<file path="config.mk">
export PLATFORM = sky130hd
export DESIGN_NAME = mem_rw_fsm_flat
export DESIGN_NICKNAME = d
export VERILOG_FILES = /design/src/rtl/mem_rw_fsm_pkg.sv /design/src/rtl/mem_rw_fsm_if.sv /design/src/rtl/mem_rw_regfile.sv /design/src/rtl/mem_rw_fsm.sv /design/src/flat_wrapper.sv
export SDC_FILE = /design/constraint.sdc
export NUM_CORES = 1
export LEC_CHECK = 0
export CAP_MARGIN = 15
export CELL_PAD_IN_SITES_DETAIL_PLACEMENT = 0
export CELL_PAD_IN_SITES_GLOBAL_PLACEMENT = 2
export CORE_MARGIN = 2
export CORE_UTILIZATION = 43
export CTS_CLUSTER_DIAMETER = 100
export CTS_CLUSTER_SIZE = 10
export DETAILED_ROUTE_END_ITERATION = 7
export PLACE_DENSITY = 0.86
export SKIP_LAST_GASP = 1
export SYNTH_ARGS = -nofsm -noshare
export SYNTH_HDL_FRONTEND = slang
export SYNTH_SLANG_ARGS = --single-unit
</file>
<file path="constraint.sdc">
create_clock -name CLK -period 1.6 [get_ports CLK]
set_input_delay 0.32 -clock CLK [delete_from_list [all_inputs] [get_ports CLK]]
set_output_delay 0.32 -clock CLK [all_outputs]
set_load 0.02 [all_outputs]
</file>
<file path="src/rtl/mem_rw_fsm_pkg.sv">
// Shared types and sizing for the mem_rw_fsm register-file controller.
package mem_rw_fsm_pkg;

    localparam int ADDR_W = 3;
    localparam int DATA_W = 8;
    localparam int DEPTH  = 8;

    localparam logic [DATA_W-1:0] RESET_DATA_DEFAULT = 8'h00;

    typedef enum logic [1:0] {
        IDLE  = 2'd0,
        WRITE = 2'd1,
        READ  = 2'd2
    } state_t;

endpackage

</file>
<file path="src/rtl/mem_rw_fsm_if.sv">
// Bit-level host bus of mem_rw_fsm: strobes, address, write data and read data.
interface mem_rw_fsm_if;

    logic R;
    logic W;
    logic adr0, adr1, adr2;
    logic i0, i1, i2, i3, i4, i5, i6, i7;
    logic o0, o1, o2, o3, o4, o5, o6, o7;

    modport master (
        output R, W, adr0, adr1, adr2, i0, i1, i2, i3, i4, i5, i6, i7,
        input  o0, o1, o2, o3, o4, o5, o6, o7
    );

    modport slave (
        input  R, W, adr0, adr1, adr2, i0, i1, i2, i3, i4, i5, i6, i7,
        output o0, o1, o2, o3, o4, o5, o6, o7
    );

endinterface

</file>
<file path="src/rtl/mem_rw_regfile.sv">
// 8x8 register file: async active-low clear, synchronous write, combinational read.
module mem_rw_regfile
    import mem_rw_fsm_pkg::*;
#(
    parameter logic [DATA_W-1:0] RESET_DATA = RESET_DATA_DEFAULT
) (
    input  logic              clk,
    input  logic              rst_n,
    input  logic              we,
    input  logic [ADDR_W-1:0] wr_addr,
    input  logic [DATA_W-1:0] wr_data,
    input  logic [ADDR_W-1:0] rd_addr,
    output logic [DATA_W-1:0] rd_data
);

    logic [DATA_W-1:0] mem [DEPTH];

    always_ff @(posedge clk or negedge rst_n) begin
        if (!rst_n) begin
            for (int k = 0; k < DEPTH; k++) begin
                mem[k] <= RESET_DATA;
            end
        end else if (we) begin
            mem[wr_addr] <= wr_data;
        end
    end

    assign rd_data = mem[rd_addr];

endmodule

</file>
<file path="src/rtl/mem_rw_fsm.sv">
// Controller sequencing single-word writes/reads into mem_rw_regfile over a bit-level bus.
// Define WRITE_THROUGH_EN to also load o with the written word on each write commit.
module mem_rw_fsm
    import mem_rw_fsm_pkg::*;
#(
    parameter logic [DATA_W-1:0] RESET_DATA = RESET_DATA_DEFAULT
) (
    input logic         CLK,
    input logic         RST_N,
    mem_rw_fsm_if.slave bus
);

    state_t            state_q, state_d;
    logic [ADDR_W-1:0] addr_q;
    logic [DATA_W-1:0] data_q;
    logic [DATA_W-1:0] out_q, out_d;
    logic [ADDR_W-1:0] cmd_addr;
    logic [DATA_W-1:0] cmd_data;
    logic [DATA_W-1:0] rd_data;
    logic              cap_addr, cap_data, mem_we, out_load;

    assign cmd_addr = {bus.adr2, bus.adr1, bus.adr0};
    assign cmd_data = {bus.i7, bus.i6, bus.i5, bus.i4, bus.i3, bus.i2, bus.i1, bus.i0};

    // R and W together is an illegal command and is treated exactly like no command.
    always_comb begin
        state_d  = state_q;
        cap_addr = 1'b0;
        cap_data = 1'b0;
        mem_we   = 1'b0;
        out_load = 1'b0;
        out_d    = out_q;
        case (state_q)
            IDLE: begin
                if (bus.W && !bus.R) begin
                    cap_addr = 1'b1;
                    cap_data = 1'b1;
                    state_d  = WRITE;
                end else if (bus.R && !bus.W) begin
                    cap_addr = 1'b1;
                    state_d  = READ;
                end
            end
            WRITE: begin
                mem_we  = 1'b1;
                state_d = IDLE;
`ifdef WRITE_THROUGH_EN
                out_load = 1'b1;
                out_d    = data_q;
`else
                out_load = 1'b0;
`endif
            end
            READ: begin
                out_load = 1'b1;
                out_d    = rd_data;
                state_d  = IDLE;
            end
            default: state_d = IDLE;
        endcase
    end

    always_ff @(posedge CLK or negedge RST_N) begin
        if (!RST_N) begin
            state_q <= IDLE;
            addr_q  <= '0;
            data_q  <= '0;
            out_q   <= RESET_DATA;
        end else begin
            state_q <= state_d;
            if (cap_addr) addr_q <= cmd_addr;
            if (cap_data) data_q <= cmd_data;
            if (out_load) out_q  <= out_d;
        end
    end

    mem_rw_regfile #(
        .RESET_DATA (RESET_DATA)
    ) u_regfile (
        .clk     (CLK),
        .rst_n   (RST_N),
        .we      (mem_we),
        .wr_addr (addr_q),
        .wr_data (data_q),
        .rd_addr (addr_q),
        .rd_data (rd_data)
    );

    assign {bus.o7, bus.o6, bus.o5, bus.o4, bus.o3, bus.o2, bus.o1, bus.o0} = out_q;

endmodule

</file>
<file path="src/flat_wrapper.sv">
// flat-port wrapper written by rule: the top's interface ports become plain ports
module mem_rw_fsm_flat import mem_rw_fsm_pkg::*;
#(
    parameter logic [DATA_W-1:0] RESET_DATA = RESET_DATA_DEFAULT
)
  (CLK, RST_N, bus_R, bus_W, bus_adr0, bus_adr1, bus_adr2, bus_i0, bus_i1, bus_i2, bus_i3, bus_i4, bus_i5, bus_i6, bus_i7, bus_o0, bus_o1, bus_o2, bus_o3, bus_o4, bus_o5, bus_o6, bus_o7);
  mem_rw_fsm_if bus_i ();
  input logic CLK;
  input logic RST_N;
  input wire logic [$bits(bus_i.R)-1:0] bus_R;
  input wire logic [$bits(bus_i.W)-1:0] bus_W;
  input wire logic [$bits(bus_i.adr0)-1:0] bus_adr0;
  input wire logic [$bits(bus_i.adr1)-1:0] bus_adr1;
  input wire logic [$bits(bus_i.adr2)-1:0] bus_adr2;
  input wire logic [$bits(bus_i.i0)-1:0] bus_i0;
  input wire logic [$bits(bus_i.i1)-1:0] bus_i1;
  input wire logic [$bits(bus_i.i2)-1:0] bus_i2;
  input wire logic [$bits(bus_i.i3)-1:0] bus_i3;
  input wire logic [$bits(bus_i.i4)-1:0] bus_i4;
  input wire logic [$bits(bus_i.i5)-1:0] bus_i5;
  input wire logic [$bits(bus_i.i6)-1:0] bus_i6;
  input wire logic [$bits(bus_i.i7)-1:0] bus_i7;
  output wire logic [$bits(bus_i.o0)-1:0] bus_o0;
  output wire logic [$bits(bus_i.o1)-1:0] bus_o1;
  output wire logic [$bits(bus_i.o2)-1:0] bus_o2;
  output wire logic [$bits(bus_i.o3)-1:0] bus_o3;
  output wire logic [$bits(bus_i.o4)-1:0] bus_o4;
  output wire logic [$bits(bus_i.o5)-1:0] bus_o5;
  output wire logic [$bits(bus_i.o6)-1:0] bus_o6;
  output wire logic [$bits(bus_i.o7)-1:0] bus_o7;
  assign bus_i.R = bus_R;
  assign bus_i.W = bus_W;
  assign bus_i.adr0 = bus_adr0;
  assign bus_i.adr1 = bus_adr1;
  assign bus_i.adr2 = bus_adr2;
  assign bus_i.i0 = bus_i0;
  assign bus_i.i1 = bus_i1;
  assign bus_i.i2 = bus_i2;
  assign bus_i.i3 = bus_i3;
  assign bus_i.i4 = bus_i4;
  assign bus_i.i5 = bus_i5;
  assign bus_i.i6 = bus_i6;
  assign bus_i.i7 = bus_i7;
  assign bus_o0 = bus_i.o0;
  assign bus_o1 = bus_i.o1;
  assign bus_o2 = bus_i.o2;
  assign bus_o3 = bus_i.o3;
  assign bus_o4 = bus_i.o4;
  assign bus_o5 = bus_i.o5;
  assign bus_o6 = bus_i.o6;
  assign bus_o7 = bus_i.o7;
  mem_rw_fsm #(.RESET_DATA(RESET_DATA)) u_core (.CLK(CLK), .RST_N(RST_N), .bus(bus_i));
endmodule
</file>
==> impl_results.md <==
- Run status: finished clean
- Mapped cell area: approximately 3800 sq um
- Clock Sinks: 85
- Global-route wire length before repair: 11800 um
- Worst Tran Pin Value: between 0.5 and 0.6 ns
- Startpoint types: flop
- Sequential standard cell area: approximately 2100 sq um
- Post-synthesis sequential area ratio: around 56%
- Worst hold-check path type: primary input to async pin
- Synth cell types: 25
- TritonCTS clock tree: yes
- Critical path arrival: 1.81 ns
- Reg2Reg Depth: 4
- Synth Net Count: ~270
- Clk slew on worst S/H paths: about 0.08 ns
- CTS Root Cell: clkbuf_8
- GRT Overall Usage: between 10% and 20%
- Worst Skew: just under 0.006 ns
- Full die area: 9660 sq um
- Yosys warning count: 0
- Initial Util: 44.0%
- Row cnt: 34
- CTS Buffer Depth: 2
- DRC: 0
- Max Freq: roughly 0.64 GHz
- Worst r2r src: u_core.addr_q[1]
- WL/cell: 17.6 um
- MaxCap Viol Count: 0
- Finish-stage setup viols: 0
- Via Count: 2140
- Vias/cell: approximately 5.2
- CP Capture Type: flop
- Setup TNS: 0 ns
- Layout cells sized above 1: 45.5%
- Die width: just under 100 um
- Routability Congestion: around 0.73
- CORE AREA: roughly 8700 sq um
- Starting DRT DRC Count: 46
- CP Class: flop to flop
- Pre-antenna DRT Iters: 4
- H-tree Lvls: 3
- Tcrit/Tclk final: between 90% and 100%
- Synth Register Bits: 85
- Antenna violations before repair: 0
- Remaining antenna violation count after routing: 0
- Top Ports: 23
- Antenna cell count: 0
- Fin. Hold Viols: 0
- Max VDD drop: about 0.49 mV
- P_leak: 2.15 nW
- Unrepaired setup endpoints after global routing: yes
- Worst skew pair latency: between 0.3 and 0.4 ns
- IO buf count: 22
- Detailed Place HPWL: slightly above 5000 um
- Inserted Clock Buffers: 9
- Synth Area per Inst: between 15 and 20 sq um
- Slew Limit Headroom: 65.1%
- Crit-path max FO: 8
- # nets final: 316
- Multi-input logic area: 1610 sq um
- P per Cell Area: approximately 1600 nW/um^2
- Area growth from synthesis to layout: 20.0%
- Max Transition Viols Final: 0
- Req. time, crit path: between 1.5 and 2 ns
- Post-Route WL: 7240 um
- Vias in the first global route: ~2.2k
- FILL cells: between 700 and 800
- Largest net degree at the start of global routing: 39
- Syn Inst Count: 248
- Reg2reg end: u_core.u_regfile.mem[54]
- Flop-to-flop setup slack: ~0.026 ns
- Total grt overflow: 0
- Die height: between 90 and 100 um
- Min Tclk post-route: approximately 1.6 ns
- Finished Core Util: a little over half
worst max-delay path by stage:
stage	start	endpoint	slack, ns	cells past startpoint
final	u_core.addr_q[1]	u_core.u_regfile.mem[54]	0.03	4
after global routing	u_core.state_q[0]	u_core.u_regfile.mem[54]	-0.02	4
after CTS	u_core.state_q[1]	u_core.u_regfile.mem[48]	0.006	4
after detailed placement	bus_W	u_core.addr_q[0]	-0.29	6
after global placement	bus_W	u_core.addr_q[0]	-0.27	6
after floorplan	u_core.addr_q[2]	u_core.u_regfile.mem[32]	0.09	4
layer usage:
| metal | GRT usage [%] | wire [um] | vias to the layer above |
|---|---|---|---|
| met2 | 26.7 | 3710 | 28 |
| met3 | 3.94 | 178 | 7 |
| met5 | 0 | 0 | - |
| met4 | 6.01 | 96 | 0 |
| li1 | - | - | 1002 |
| met1 | 21.5 | 3250 | 1103 |
synth_stat cells:
cell type | instances | area share, %
dfrtp_1 | 85 | 56
mux2_2 | 75 | 22
mux2i_1 | 32 | 8.4
nand2_1 | 10 | 0.98
mux4_2 | 8 | 4.7
o21ai_1 | 8 | 1.0
buf_2 | 4 | 0.52
buf_4 | 4 | 0.79
ha_1 | 2 | 0.65
inv_1 | 2 | 0.20
nand2b_1 | 2 | 0.33
nand3b_2 | 2 | 0.59
nor3b_4 | 2 | 0.98
and3_1 | 1 | 0.16
buf_1 | 1 | 0.098
buf_12 | 1 | 0.52
buf_8 | 1 | 0.39
clkbuf_4 | 1 | 0.20
nand3b_4 | 1 | 0.52
nor2_1 | 1 | 0.098
nor2_2 | 1 | 0.16
nor3_1 | 1 | 0.13
nor3b_1 | 1 | 0.20
nor3b_2 | 1 | 0.33
nor4b_1 | 1 | 0.23
cell type report:
| class | count | area share, % |
|---|---|---|
| Tap cell | 108 | 2.95 |
| Inverter | 2 | 0.164 |
| Sequential cell | 85 | 46.4 |
| Timing Repair Buffer | 52 | 11.5 |
| Clock buffer | 10 | 2.78 |
| Multi-Input combinational cell | 149 | 35.1 |
| Clock inverter | 5 | 1.15 |
cell families after synthesis:
logic type                 after synthesis  synth area share (%)
AOI/OAI and AO/OA                        8                  1.05
adders and majority gates                2                 0.655
buffers and inverters                   14                  2.72
DFF                                     85                  55.7
muxes                                  115                  35.2
and+or+nand+nor                         24                  4.72
state kept, by name, indices dropped and copies added, names as in the netlist:
name                  cells
u_core.addr_q             3
u_core.out_q              8
u_core.state_q            2
u_core.u_regfile.mem     64
u_core.data_q             8
critical path, cell delays in order (launching register included):
cell	delay, ns
dfrtp_1	0.43
nor3b_4	0.28
buf_4	0.17
nand3b_2	0.23
mux2_2	0.35
where the power goes:
part | total (mW) | switching, mW | internal, mW
Combinational | 2.32 | 0.906 | 1.41
Sequential | 3.63 | 0.547 | 3.08
Clock | 1.43 | 0.725 | 0.705
metrics by stage:
| stage | setup WS (ns) | total power [mW] | cell area, sq um | instances | hold slack [ns] |
|---|---|---|---|---|---|
| 2_1_floorplan | 0.0886 | 5.25 | 3820 | 248 | 0.0244 |
| 3_3_place_gp | -0.268 | 5.97 | 4380 | 394 | 0.264 |
| 3_5_place_dp | -0.291 | 6.08 | 4380 | 394 | 0.267 |
| 4_1_cts | 0.00552 | 7.45 | 4570 | 410 | 0.424 |
| 5_1_grt | -0.0247 | 7.83 | 4590 | 411 | 0.454 |
| 6_report | 0.0261 | 7.37 | 4590 | 411 | 0.428 |
cells in the final DEF, fill, tap and decap left out, drive strengths merged:
master / instances
dlygate4sd2: 8
nor2: 2
clkinv: 3
dlygate4sd3: 1
mux2: 75
and3: 1
clkbuf: 10
nor3b: 4
clkinvlp: 1
inv: 2
nor3: 1
nand2b: 2
dfrtp: 85
buf: 30
o21ai: 8
mux4: 8
nand3b: 3
ha: 2
mux2i: 32
clkdlybuf4s50: 13
nand2: 10
nor4b: 1
bufinv: 1
repair_timing:
item | 4_1_cts | 5_1_grt
hold buffers | 1 | 0
setup endpoints to repair | 25 | 20
hold endpoints to repair | 25 | 0
buffers inserted | 0 | 1
resized for setup | 10 | 2
Note: power is estimated with default switching activity, not from simulation.
==> variant 1: new RTL, config.mk and constraints unchanged <==
Change the package constant `DEPTH` from 8 to 16.
--- a/src/rtl/mem_rw_fsm_pkg.sv
+++ b/src/rtl/mem_rw_fsm_pkg.sv
@@ -4,5 +4,5 @@
     localparam int ADDR_W = 3;
     localparam int DATA_W = 8;
-    localparam int DEPTH  = 8;
+    localparam int DEPTH  = 16;
 
     localparam logic [DATA_W-1:0] RESET_DATA_DEFAULT = 8'h00;
Function: no difference found for any inputs over 4 cycles, from zero or initial values and one cycle with RST_N low; that may be too few to reach the edited logic, so the function may still have changed.
==> variant 1 against the original RTL <==
The run now ends with hold timing left. Synthesized area is essentially flat. Routed wire length up 1.2%. Count of clock-buffer cells in the layout grew 2. Sequential cell count stayed put. Worst setup slack got worse by 0.017 ns. Design area up 1.7%. Critical path type unchanged. Largest power group unchanged. Largest cell class unchanged. Total power grew 3.9%.
==> variant 1: results (changes against the original RTL) <==
=================================================================================
Top cells by instance count after synthesis ........................ dfrtp_1, mux2_2, mux2i_1   unchanged
Worst Reg-to-Reg Cells .............................................            4   unchanged
Via total after detailed routing ...................................         2189   was 2140
Cell family with the largest share of critical-path delay .......... simple AND/OR/NAND/NOR gates   unchanged
Worst Setup Path Type .............................................. flip-flop to flip-flop   unchanged
Met3 Usage GRT .....................................................       2.792%   was 3.937%
Area contributors post-synth ....................................... dfrtp_1, mux2_2, mux2i_1   unchanged
Static leakage .....................................................     2.207 nW   was 2.146 nW
Number of optimization iterations in the first detailed-route pass .            7   was 4
Share of synthesized area occupied by flip-flops and latches .......       55.61%   was 55.66%
Hold Path Class .................................................... input pin to asynchronous set/reset pin   unchanged
Worst path max stage delay .........................................      0.44 ns
# nets final .......................................................          321   was 316
Wire length reported by the detailed router ........................     7.324 mm   was 7.239 mm
Biggest regs ....................................................... u_core.u_regfile.mem x64, u_core.data_q x8, u_core.out_q x8   unchanged
DRC marker count from the first detailed-route iteration ...........          105   was 46
Library cells used by synthesis ....................................           25   unchanged
Synth warn .........................................................            0   unchanged
RR Endpoint ........................................................ u_core.u_regfile.mem[93]   was u_core.u_regfile.mem[54]
Beginning of the critical path ..................................... u_core.state_q[1]   was u_core.addr_q[1]
Placer's final routability congestion estimate .....................       0.7307   was 0.7316
Global-route wire length before repair .............................     11.94 mm   was 11.83 mm
Number of global-route vias before repair ..........................         2345   was 2229
Switching power of the nets ........................................     2.177 mW   was 2.178 mW
Final worst hold slack .............................................  -0.05352 ns   was 0.4276 ns
Worst voltage drop across the vdd grid .............................  0.0005684 V   was 0.0004861 V
Result of the run .................................................. complete, but fails checks   was finished, final reports clean
Total inserted antenna cells .......................................            0   unchanged
Crit path DAT ......................................................      1.83 ns   was 1.81 ns
CP Max Fanout ......................................................            4   was 8
Library cell used as clock root buffer .............................     clkbuf_8   unchanged
Violations in the final reports ....................................  hold timing
Clock network latency to the later pin of the worst-skew pair ......      0.35 ns   about the same
Clk slew on worst S/H paths ........................................      0.08 ns   about the same
Worst rel slew slack ...............................................       67.84%   was 65.11%
Met2 usage .........................................................       25.59%   was 26.71%
Final hold violation count .........................................           19   was 0
Post-Synthesis Net Count ...........................................          265   unchanged
Count of buffers inserted at the top-level ports ...................           22   unchanged
Max stage delay cell, worst path ...................................      dfrtp_2   was dfrtp_1
Inserted Clock Buffers .............................................            9   unchanged
Pin count of the biggest net entering global routing ...............           86   was 39
CTS max path bufs ..................................................            2   unchanged
Layout cell share with drive strength beyond 1 .....................       46.10%   was 45.54%
Global routing met1 resource utilization ...........................       21.96%   was 21.54%
Worst-case clock skew ..............................................   0.01364 ns   was 0.005884 ns
FFs w/ async S/R, synth ............................................       100.0%   unchanged
Worst R2R Setup Slack ..............................................      0.01 ns   was 0.03 ns
H-Tree Level Count .................................................            3   unchanged
Total track usage ..................................................       16.25%   was 16.41%
Initial antenna violation count ....................................            0   unchanged
Detailed Place HPWL ................................................     5.082 mm   was 5.100 mm
=================================================================================
variant 1: logic make-up (layout without fill, tap and decap cells):
logic type               Yosys count  after routing  synth area share [%]
multiplexers                     115            115                 36.15
flip-flops                        85             85                 55.61
AND/OR/NAND/NOR                   24             24                 4.515
buffers and inverters             14             74                 2.028
AO/OA/AOI/OAI                      8              8                 1.047
adder cells (fa/ha/maj)            2              2                0.6541
variant 1: worst register-to-register path: stages, from the launching register on:
cell	delay [ns]
dfrtp_2	0.44
nand3b_4	0.21
or3_1	0.36
buf_4	0.18
mux2_4	0.29
variant 1: layer usage:
layer  wire length, µm  part of all wire [%]
met1              3371                    46
met2              3460                    47
met3               348                   4.8
met4               144                   2.0
met5                 0                     0
variant 1: layout make-up:
cell class / instances / area [µm²]
clock buffers: 12 / 155.1
multi-input cells: 149 / 1637
fillers: 738 / 4013
clock inverters: 3 / 68.82
repair buffers: 57 / 530.5
well taps: 108 / 135.1
flip-flops and latches: 85 / 2132
inverters: 2 / 7.507
variant 1: timing repair:
item                       in CTS  in global routing
buffers inserted                2                  1
gates resized for setup         8                 11
pin swaps                       1                  1
setup endpoints to repair      13                 32
variant 1: power groups by stage:
stage          combinational [mW]  clock [mW]  sequential, mW
2_1_floorplan                1.63           0            3.63
3_3_place_gp                 2.33           0            3.66
3_5_place_dp                 2.38           0            3.71
4_1_cts                      2.33        1.74            3.66
5_1_grt                      2.50        1.81            3.79
6_report                     2.30        1.70            3.65
variant 1: stage by stage:
step / cells / worst slack (ns) / setup TNS, ns / area [µm²]
floorplan: 248 / 0.04111 / 0 / 3825
global placement: 398 / -0.2562 / -2.710 / 4392
detailed placement: 398 / -0.2713 / -2.849 / 4392
CTS: 415 / 0.007476 / 0 / 4621
global route: 416 / -0.02073 / -0.09471 / 4666
finish: 416 / 0.009559 / 0 / 4666
==> variant 2: new RTL, same settings <==
Without the edit above. Encoding of `state_t`: now one-hot (3 bits for 3 states).
--- a/src/rtl/mem_rw_fsm_pkg.sv
+++ b/src/rtl/mem_rw_fsm_pkg.sv
@@ -8,8 +8,8 @@
     localparam logic [DATA_W-1:0] RESET_DATA_DEFAULT = 8'h00;
 
-    typedef enum logic [1:0] {
-        IDLE  = 2'd0,
-        WRITE = 2'd1,
-        READ  = 2'd2
+    typedef enum logic [2:0] {
+        IDLE  = 3'b001,
+        WRITE = 3'b010,
+        READ  = 3'b100
     } state_t;
 
Function: same outputs for any inputs over 4 cycles, from zero or initial values and one cycle with RST_N low; so few cycles prove little.
==> variant 2 against the original RTL <==
First-iteration DRC count unchanged. Routed wire length rose by 4.6%. Total power is 5.8% lower. Global-route usage increased by 0.17 points. Clock skew increased by 0.0039 ns. Die area grew 0.25%. Worst setup slack lost 0.026 ns. Design area increased by 2.0%. Critical path depth unchanged. Via count is essentially flat. Synthesized area grew 0.26%. Sequential cell count rose by 1. Largest power group unchanged.
==> variant 2: results (changes against the original RTL) <==
==============================================================================
Placer's final routability congestion estimate ..................       0.7310   was 0.7316
Library cells used by synthesis .................................           22   was 25
Via total after detailed routing ................................         2139   was 2140
Top cells by instance count after synthesis ..................... dfrtp_1, mux2_2, mux2i_1   unchanged
Number of global-route vias before repair .......................         2336   was 2229
Worst rel slew slack ............................................       73.11%   was 65.11%
Final design utilization ........................................       53.89%   was 52.85%
Worst-case clock skew ...........................................  0.009811 ns   was 0.005884 ns
Result of the run ............................................... finished, final reports clean   unchanged
Beginning of the critical path .................................. u_core.state_q[0]   was u_core.addr_q[1]
Total track usage ...............................................       16.57%   was 16.41%
Post-Synthesis Net Count ........................................          267   was 265
Share of synthesized area occupied by flip-flops and latches ....       56.21%   was 55.66%
Shortest clock period the worst path allows after layout ........     1.600 ns   was 1.574 ns
CP Max Fanout ...................................................            5   was 8
Syn Inst Count ..................................................          250   was 248
Final cell count without fillers ................................          403   was 411
Switching power of the nets .....................................     2.027 mW   was 2.178 mW
Layout cell share with drive strength beyond 1 ..................       45.08%   was 45.54%
Max stage delay cell, worst path ................................      dfstp_2   was dfrtp_1
Cell area after placement .......................................     4307 µm²   was 4382 µm²
# nets final ....................................................          308   was 316
Share of the synthesized area in compound gates (AO/OA/AOI/OAI) .       1.176%   was 1.048%
Worst voltage drop across the vdd grid ..........................  0.0005073 V   was 0.0004861 V
Adder-cell share of the synthesized area ........................      0.6532%   was 0.6549%
Pre-CTS setup slack .............................................   -0.1923 ns   was -0.2910 ns
Static leakage ..................................................     2.259 nW   was 2.146 nW
==============================================================================
[variant 2: cells by family (layout without fill, tap and decap cells)]
kind of cell / count (synthesis) / after routing
multiplexers: 115 / 115
flip-flops: 86 / 86
AND/OR/NAND/NOR: 27 / 27
buffers and inverters: 11 / 56
AO/OA/AOI/OAI: 9 / 9
adder cells (fa/ha/maj): 2 / 2
[variant 2: timing repair]
action	CTS	global route
setup endpoints to repair	37	52
resized for setup	14	18
hold buffers	1	0
cloned	0	1
pin swaps	0	3
buffers inserted	1	0
hold endpoints to repair	11	0
[variant 2: power by group through the flow]
| stage | Combinational, mW | Clock (mW) | Sequential, mW |
|---|---|---|---|
| global route | 2.06 | 1.91 | 3.35 |
| finish | 1.90 | 1.79 | 3.26 |
| CTS | 1.83 | 1.83 | 3.25 |
| floorplan | 1.24 | 0 | 3.28 |
| detailed placement | 1.87 | 0 | 3.30 |
| global placement | 1.83 | 0 | 3.26 |
[variant 2: worst max path at each step]
stage / end / depth (start not counted)
floorplan: u_core.u_regfile.mem[0] / 4
global placement: u_core.addr_q[0] / 5
detailed placement: u_core.addr_q[0] / 5
CTS: u_core.u_regfile.mem[60] / 4
global route: u_core.data_q[1] / 4
finish: u_core.data_q[1] / 4
[variant 2: cell type report]
cell class	count	share of cell area, %
clock buffer	9	2.648
clock inverter	6	2.381
inverter	2	0.1605
multi-input combinational	153	36.20
sequential	86	46.09
tap	108	2.889
timing repair buffer	39	9.631
[variant 2: routing by layer]
metal  global-route usage, %  routed length, µm  up-vias
li1                        -                  -      991
met1                   22.83               3498     1113
met2                   26.74               3796       25
met3                   2.434                134       10
met4                   6.322                142        0
met5                       0                  0        -
